==> config.mk <==
export PLATFORM = sky130hd
export DESIGN_NAME = timer_apb_seq
export DESIGN_NICKNAME = d
export VERILOG_FILES = /design/src/rtl/timer_apb_seq.sv
export SDC_FILE = /design/constraint.sdc
export NUM_CORES = 1
export LEC_CHECK = 0
export ABC_CLOCK_PERIOD_IN_PS = 3400
export CORE_MARGIN = 2
export CORE_UTILIZATION = 30
export CTS_CLUSTER_SIZE = 40
export DETAILED_ROUTE_END_ITERATION = 8
export HOLD_SLACK_MARGIN = 0.12
export PLACE_DENSITY = 0.57
export SETUP_SLACK_MARGIN = 0.2
export SLEW_MARGIN = 20
export SYNTH_ARGS = -nofsm -noshare
export SYNTH_HDL_FRONTEND = slang
export SYNTH_SLANG_ARGS = --single-unit
==> constraint.sdc <==
create_clock -name pclk -period 3.4 [get_ports pclk]
set_input_delay 0.51 -clock pclk [delete_from_list [all_inputs] [get_ports pclk]]
set_output_delay 0.51 -clock pclk [all_outputs]
set_load 0.05 [all_outputs]
==> src/rtl/timer_apb_seq.sv <==
// Autonomous APB master that programs the 8-bit timer, polls TSR for the end-of-count flag,
// then clears it. Optional repeat mode under `TIMER_APB_SEQ_AUTO_RELOAD_EN` adds evt_cnt.
module timer_apb_seq #(
  parameter int unsigned POLL_GAP = 16,
  parameter int unsigned POLL_MAX = 1024,
  parameter int unsigned PADDR_W  = 12
) (
  input  logic               pclk,
  input  logic               preset,
  input  logic               start,
  input  logic               abort,
  input  logic [7:0]         cfg_tdr,
  input  logic               cfg_dw,
  input  logic [1:0]         cfg_clk_sel,
  output logic               busy,
  output logic               done,
  output logic               err,
  output logic               irq,
  output logic               psel,
  output logic               penable,
  output logic               pwrite,
  output logic [PADDR_W-1:0] paddr,
  output logic [7:0]         pwdata,
  input  logic [7:0]         prdata,
  input  logic               pready,
  input  logic               pslverr
`ifdef TIMER_APB_SEQ_AUTO_RELOAD_EN
  ,
  output logic [7:0]         evt_cnt
`endif
);

  localparam int unsigned PCW = $clog2(POLL_MAX) + 1;
  localparam int unsigned GCW = (POLL_GAP > 1) ? $clog2(POLL_GAP) : 1;

  typedef enum logic [3:0] {
    S_IDLE,
    S_WR_TDR,
    S_WR_LOAD,
    S_WR_START,
    S_WAIT,
    S_RD_TSR,
    S_WR_CLR,
    S_WR_STOP,
    S_DONE
  } state_t;

  typedef enum logic [1:0] {
    PH_SETUP,
    PH_ACCESS,
    PH_GAP
  } phase_t;

  state_t         r_state;
  state_t         w_state_nx;
  phase_t         r_ph;
  phase_t         w_ph_nx;
  logic [PCW-1:0] r_poll;
  logic [GCW-1:0] r_gap;
  logic [7:0]     r_tdr;
  logic           r_dw;
  logic [1:0]     r_clk_sel;
  logic           r_err;
  logic           r_flag;
  logic           r_slverr;

  logic           w_start_ok;
  logic           w_err_set;
  logic           w_poll_inc;
  logic           w_poll_clr;
  logic           w_poll_last;
  logic           w_gap_last;
  logic           w_xfer_done;
  logic [7:0]     w_flag_mask;

  assign w_poll_last = (r_poll >= PCW'(POLL_MAX - 1));
  assign w_gap_last  = (r_gap == GCW'(POLL_GAP - 1));
  assign w_xfer_done = psel & penable & pready;
  assign w_flag_mask = r_dw ? 8'h02 : 8'h01;

  assign busy = (r_state != S_IDLE);
  assign done = (r_state == S_DONE);
  assign irq  = (r_state == S_DONE);
  assign err  = r_err;

  always_ff @(posedge pclk or posedge preset) begin
    if (preset) begin
      r_state <= S_IDLE;
      r_ph    <= PH_SETUP;
    end else begin
      r_state <= w_state_nx;
      r_ph    <= w_ph_nx;
    end
  end

  // Every transfer state runs SETUP, ACCESS (until pready), then one psel=0 cycle
  // in which the captured response, abort and the next state are resolved.
  always_comb begin
    w_state_nx = r_state;
    w_ph_nx    = r_ph;
    w_start_ok = 1'b0;
    w_err_set  = 1'b0;
    w_poll_inc = 1'b0;
    w_poll_clr = 1'b0;
    psel       = 1'b0;
    penable    = 1'b0;
    case (r_state)
      S_IDLE: begin
        w_ph_nx = PH_SETUP;
        if (start) begin
          w_start_ok = 1'b1;
          w_poll_clr = 1'b1;
          w_state_nx = S_WR_TDR;
        end
      end
      S_WAIT: begin
        w_ph_nx = PH_SETUP;
        if (abort) begin
          w_state_nx = S_WR_STOP;
        end else if (w_gap_last) begin
          w_state_nx = S_RD_TSR;
        end
      end
      S_DONE: begin
        w_ph_nx = PH_SETUP;
`ifdef TIMER_APB_SEQ_AUTO_RELOAD_EN
        w_poll_clr = 1'b1;
        w_state_nx = abort ? S_WR_STOP : S_WR_LOAD;
`else
        w_state_nx = S_IDLE;
`endif
      end
      default: begin
        psel    = (r_ph != PH_GAP);
        penable = (r_ph == PH_ACCESS);
        case (r_ph)
          PH_SETUP:  w_ph_nx = PH_ACCESS;
          PH_ACCESS: if (pready) w_ph_nx = PH_GAP;
          default: begin
            w_ph_nx = PH_SETUP;
            if (r_slverr) begin
              w_err_set  = 1'b1;
              w_state_nx = (r_state == S_WR_STOP) ? S_IDLE : S_WR_STOP;
            end else if (r_state == S_WR_STOP) begin
              w_state_nx = S_IDLE;
            end else if (abort) begin
              w_state_nx = S_WR_STOP;
            end else begin
              case (r_state)
                S_WR_TDR:   w_state_nx = S_WR_LOAD;
                S_WR_LOAD:  w_state_nx = S_WR_START;
                S_WR_START: w_state_nx = S_WAIT;
                S_RD_TSR: begin
                  if (r_flag) begin
                    w_state_nx = S_WR_CLR;
                  end else begin
                    w_poll_inc = 1'b1;
                    if (w_poll_last) begin
                      w_err_set  = 1'b1;
                      w_state_nx = S_WR_STOP;
                    end else begin
                      w_state_nx = S_WAIT;
                    end
                  end
                end
                S_WR_CLR:   w_state_nx = S_DONE;
                default:    w_state_nx = S_IDLE;
              endcase
            end
          end
        endcase
      end
    endcase
  end

  always_comb begin
    pwrite = 1'b0;
    paddr  = '0;
    pwdata = '0;
    case (r_state)
      S_WR_TDR: begin
        pwrite = 1'b1;
        paddr  = PADDR_W'(12'h000);
        pwdata = r_tdr;
      end
      S_WR_LOAD: begin
        pwrite = 1'b1;
        paddr  = PADDR_W'(12'h001);
        pwdata = 8'h80;
      end
      S_WR_START: begin
        pwrite = 1'b1;
        paddr  = PADDR_W'(12'h001);
        pwdata = {2'b00, r_dw, 1'b1, 2'b00, r_clk_sel};
      end
      S_RD_TSR: begin
        paddr  = PADDR_W'(12'h002);
      end
      S_WR_CLR: begin
        pwrite = 1'b1;
        paddr  = PADDR_W'(12'h002);
      end
      S_WR_STOP: begin
        pwrite = 1'b1;
        paddr  = PADDR_W'(12'h001);
      end
      default: ;
    endcase
  end

  always_ff @(posedge pclk or posedge preset) begin
    if (preset) begin
      r_tdr     <= '0;
      r_dw      <= 1'b0;
      r_clk_sel <= '0;
      r_err     <= 1'b0;
      r_poll    <= '0;
      r_gap     <= '0;
      r_flag    <= 1'b0;
      r_slverr  <= 1'b0;
    end else begin
      if (w_start_ok) begin
        r_tdr     <= cfg_tdr;
        r_dw      <= cfg_dw;
        r_clk_sel <= cfg_clk_sel;
      end
      if (w_start_ok) begin
        r_err <= 1'b0;
      end else if (w_err_set) begin
        r_err <= 1'b1;
      end
      if (w_poll_clr) begin
        r_poll <= '0;
      end else if (w_poll_inc && (r_poll != PCW'(POLL_MAX))) begin
        r_poll <= r_poll + 1'b1;
      end
      if ((r_state == S_WAIT) && (w_state_nx == S_WAIT)) begin
        r_gap <= r_gap + 1'b1;
      end else begin
        r_gap <= '0;
      end
      if (w_xfer_done) begin
        r_slverr <= pslverr;
        r_flag   <= |(prdata & w_flag_mask);
      end
    end
  end

`ifdef TIMER_APB_SEQ_AUTO_RELOAD_EN
  logic [7:0] r_evt;

  always_ff @(posedge pclk or posedge preset) begin
    if (preset) begin
      r_evt <= '0;
    end else if (w_start_ok) begin
      r_evt <= '0;
    end else if (r_state == S_DONE) begin
      r_evt <= r_evt + 1'b1;
    end
  end

  assign evt_cnt = r_evt;
`endif

endmodule

Yosys cells after proc, flatten, opt, wreduce, memory -nomap -nowiden
Index checks and enable logic that the tools add are counted.

storage, ports and cells
  register bits after elaboration = 35
  latch bits = 0
  memory bits (writable) = 0
  memory bits (read-only) = 0
  input port bits = 25
  output and inout port bits = 27
  word-level logic and storage cells = 86
  memories = 0

operators by class
  $add $sub $neg = 2
  $mul = 0
  div/mod/pow operators = 0
  magnitude comparators = 1
  equality and inequality tests = 14
  shift operators = 0
  mux-type cells = 43
  bitwise logic cells = 3
  reduce and logical (&&, ||, !) cells = 13

operators with widths
  operator               number
  $mux 4                 8
  $pmux 8 s3             1
  $mux 1                 22
  $mux 11                2
  $eq 4x3->1 const B     5
  $pmux 4 s5             1
  $pmux 4 s3             1
  $add 11x1->11 const B  1
  $ge 11x10->1 const B   1
  $ne 11x11->1 const B   1
  $mux 2                 5
  $and 8x2->8            1
  $eq 4x2->1 const B     2
  $eq 4x4->1 const B     2
  $pmux 2 s2             2
  $reduce_or 8->1        1
  $reduce_or 3->1        2
  $reduce_or 5->1        1
  $add 4x1->4 const B    1
  $eq 4x1->1 const B     1
  $logic_not 4->1        1
  $reduce_bool 2->1      2
  $reduce_bool 4->1      1
  $reduce_or 2->1        2
  7 further kinds        9

Longest topological paths before layout
  word-level depth = 12
  mapped depth = 7
  mapped depth without buffers = 6

Worst setup path after synthesis
No wires, ideal clock.

  path kind = flip-flop to output port
  start point = reg r_state[1]
  end point = out irq
  arrival = 2,941 ps
  data required time = 2,890 ps
  path slack = -51 ps
  stages on the path, launching flop included = 6
  buffers on the path = 4
  cells stage by stage = dfrtp_1 buf_6 clkbuf_1 clkbuf_1 nor4_1 buf_4

between the ends
  cells in the longest elaborated chain, start to end = 1

RTL lines
  element                 line  source
  from (decl)             54    state_t r_state;
  from (signal assigned)  91    r_state <= w_state_nx;
  $eq 4x4->1              -
  to (decl)               18    output logic irq,

No other way between the ends.

Worst setup path after layout
  start point = reg r_state[1]
  end point = out pwdata[7]

between the ends
  cells in the longest elaborated chain, start to end = 2
  elaborated cells between the ends (all ways) = 4
  those cells by class = 3 x eq/ne; 1 x mux

RTL lines
  element                                          line  source
  $eq 4x2->1 / $eq 4x1->1 (equally long branches)  180   case (r_state)
  $pmux 8 s3 *                                     180
  to (decl)                                        23    output logic [7:0] pwdata,

Every way passes the cells marked *; elsewhere a longest branch is shown, timed or not.

==> reports/summary.txt <==
Top_reg_cell synth = dfrtp_1
Post-Route Setup TNS = 0 ns
IO buf count = 35
Measured slew at the worst slew-check pin = 0.902 ns
Most frequent cells in the layout = nand2_1 (46), dfrtp_1 (35), clkdlybuf4s50_1 (35)
Max FO, Critical Path = 27
CP Launch Type = flip-flop
#FFs+latches synth = 35
Min Hold Slack = 0.468 ns
Worst R2R Start = r_state[1]$_DFF_PP0_
Final min period = 2.99 ns
Max clock buf depth = 2
CTS tree = done
Initial Util = 31.1%
EDFF count, synth = 0
I/O pin count = 52
Worst setup path start = r_state[1]$_DFF_PP0_
Leakage = 1.10 nW
Count of cell types in the netlist = 49
WP depth = 3
Clock sink count = 35
Final critical-path share of the clock period = 87.9%
Setup violations, final = 0
RSZ-0062 raised after global routing = false
Count of final max-slew check failures = 0
# fillers = 747
Max frequency = 0.334 GHz
Row Count = 30
Total number of vias = 1,840
WP data required = 2.89 ns
Syn avg cell area = 8.47 µm²
Via/cell ratio = 4.84
DR DRC count = 0
Initial antenna violation count = 0
Wire per inst = 12.9 µm
Layout cells sized above 1 = 6.34%
Hold path start = r_gap[0]$_DFF_PP0_
GRT Util Overall = 13.6%
Ant. Diodes = 0
R2r setup slk = 1.18 ns
Worst path bufs/invs = 1
Yosys warning count = 0
Register area share after synthesis = 41.2%
Fin. Hold Viols = 0
R2R depth = 3
Core area = 6830 µm²
R2r endpoint = r_slverr$_DFFE_PP0P_
Number of max-cap violations = 0
Final Power = 1.98 mW
Final WL = 4920 µm
Worst ir drop on vdd = 0.269 mV
CP Capture Point = pwdata[7]
GPL Wtd Cong = 0.779
Crit Path Class = reg2out
H-tree depth = 2
Setup crit end kind = output port
Net count, final = 311
Hold Buf Count CTS = 0
CP delay by family, top = flip-flops
First-pass GRT wire length = 8210 µm
First-pass DRT Iterations = 4
Netlist Area Pre-Place = 2130 µm²
Clk_lat worst skew = 0.29 ns
Clock transition at the registers of the reported paths = 0.08 ns
Synth async-reset ratio = 100%
CP arrival = 2.48 ns
PwrDens = 759 nW/µm²
Commonest non-fill, non-tap cell in the layout = nand2_1
Max_slew headroom = 39.8%
Die width = 88.2 µm
Min-Delay Path Class = reg2reg
DRT antenna net count = 0
Vias in the first global route = 1,743
Pin count of the biggest net entering global routing = 36
Grt total ovfl = 0
Worst-path cell chain = nand2b_1 -> a21boi_0 -> clkdlybuf4s50_1
Iter 0 DRT Violations = 94
Clk_skew = 0.00684 ns
Post-Route Utilization = 38.3%
Status = finished clean
Die H = 88.2 µm
Mapped Cells = 251
Die ar. = 7780 µm²
HPWL after DPL = 3460 µm
CP max stage delay = 0.93 ns
CTS Root Cell = clkbuf_8
Synth-to-layout area growth = 23.0%
Slowest CP cell = dfrtp_1
TritonCTS Buffers = 5
[sequential cells by signal, indices dropped and copies added, names as in the netlist]
name / flops
r_poll: 11
r_tdr: 8
r_gap: 4
r_state: 4
r_clk_sel: 2
r_ph: 2
err: 1
r_dw: 1
r_flag: 1
r_slverr: 1
[metal layers]
metal  track usage [%]  wire, µm
met5                 0         0
met4              4.55        75
met3              2.83       285
met2              21.1      2280
met1              18.8      2280
[worst register-to-register path: stages (launching register included)]
cell,delay (ns)
dfrtp_1,0.93
a211oi_1,0.22
nor3_1,0.56
mux2_2,0.41
[report_power, final]
group / switching [mW] / internal [mW]
sequential: 0.153 / 0.528
combinational: 0.634 / 0.362
clock: 0.165 / 0.143
[timing repair]
item,in CTS,in global routing
setup buffers,0,0
endpoints found under the hold margin,0,0
setup endpoints to repair,0,6
gates resized for setup,0,1
[stage by stage]
step	worst slack (ns)	instances	area (µm²)
floorplan	0.611	260	2170
global placement	0.648	372	2520
global route	0.216	380	2620
finish	0.410	380	2620
CTS	0.307	380	2610
detailed placement	0.623	372	2520
[area by class of cell]
| type | count | area (µm²) | share of cell area [%] |
|---|---|---|---|
| multi-input combinational | 189 | 1110 | 42.3 |
| sequential | 35 | 876 | 33.5 |
| timing repair buffer | 38 | 373 | 14.3 |
| tap | 96 | 120 | 4.59 |
| clock buffer | 5 | 68.8 | 2.63 |
| inverter | 14 | 52.6 | 2.01 |
| clock inverter | 3 | 20.0 | 0.765 |
[Yosys cell counts (4+ instances only)]
master,n,area (µm²)
or4_1,5,37.5
buf_4,11,82.6
nand3_1,7,35.0
inv_1,14,52.6
o31ai_1,6,45.0
o21ai_0,9,45.0
nand2b_1,4,25.0
a21oi_1,15,75.1
nand2_1,46,173
nor2b_1,4,25.0
mux2i_1,6,60.1
nand4_1,4,25.0
nor3_1,7,35.0
dfrtp_1,35,876
nor2_1,19,71.3
clkbuf_1,6,22.5
[kinds of logic after synthesis]
group	after synthesis	synth area share, %
and+or+nand+nor	120	29.7
AOI/OAI and AO/OA	45	13.2
buffers and inverters	36	8.82
DFF	35	41.2
muxes	8	3.88
adders and majority gates	3	1.76
xor gates and xnor gates	3	1.24
other	1	0.176
[worst min path at each step]
stage / end / depth (start not counted) / slack [ns]
after floorplan: r_gap[0]$_DFF_PP0_ / 1 / 0.43
after global placement: r_gap[0]$_DFF_PP0_ / 1 / 0.45
after detailed placement: r_tdr[3]$_DFFE_PP0P_ / 2 / 0.46
after CTS: r_gap[0]$_DFF_PP0_ / 1 / 0.47
after global routing: r_clk_sel[1]$_DFFE_PP0P_ / 2 / 0.49
final: r_gap[0]$_DFF_PP0_ / 1 / 0.47
(Power assumes the default switching activity.)
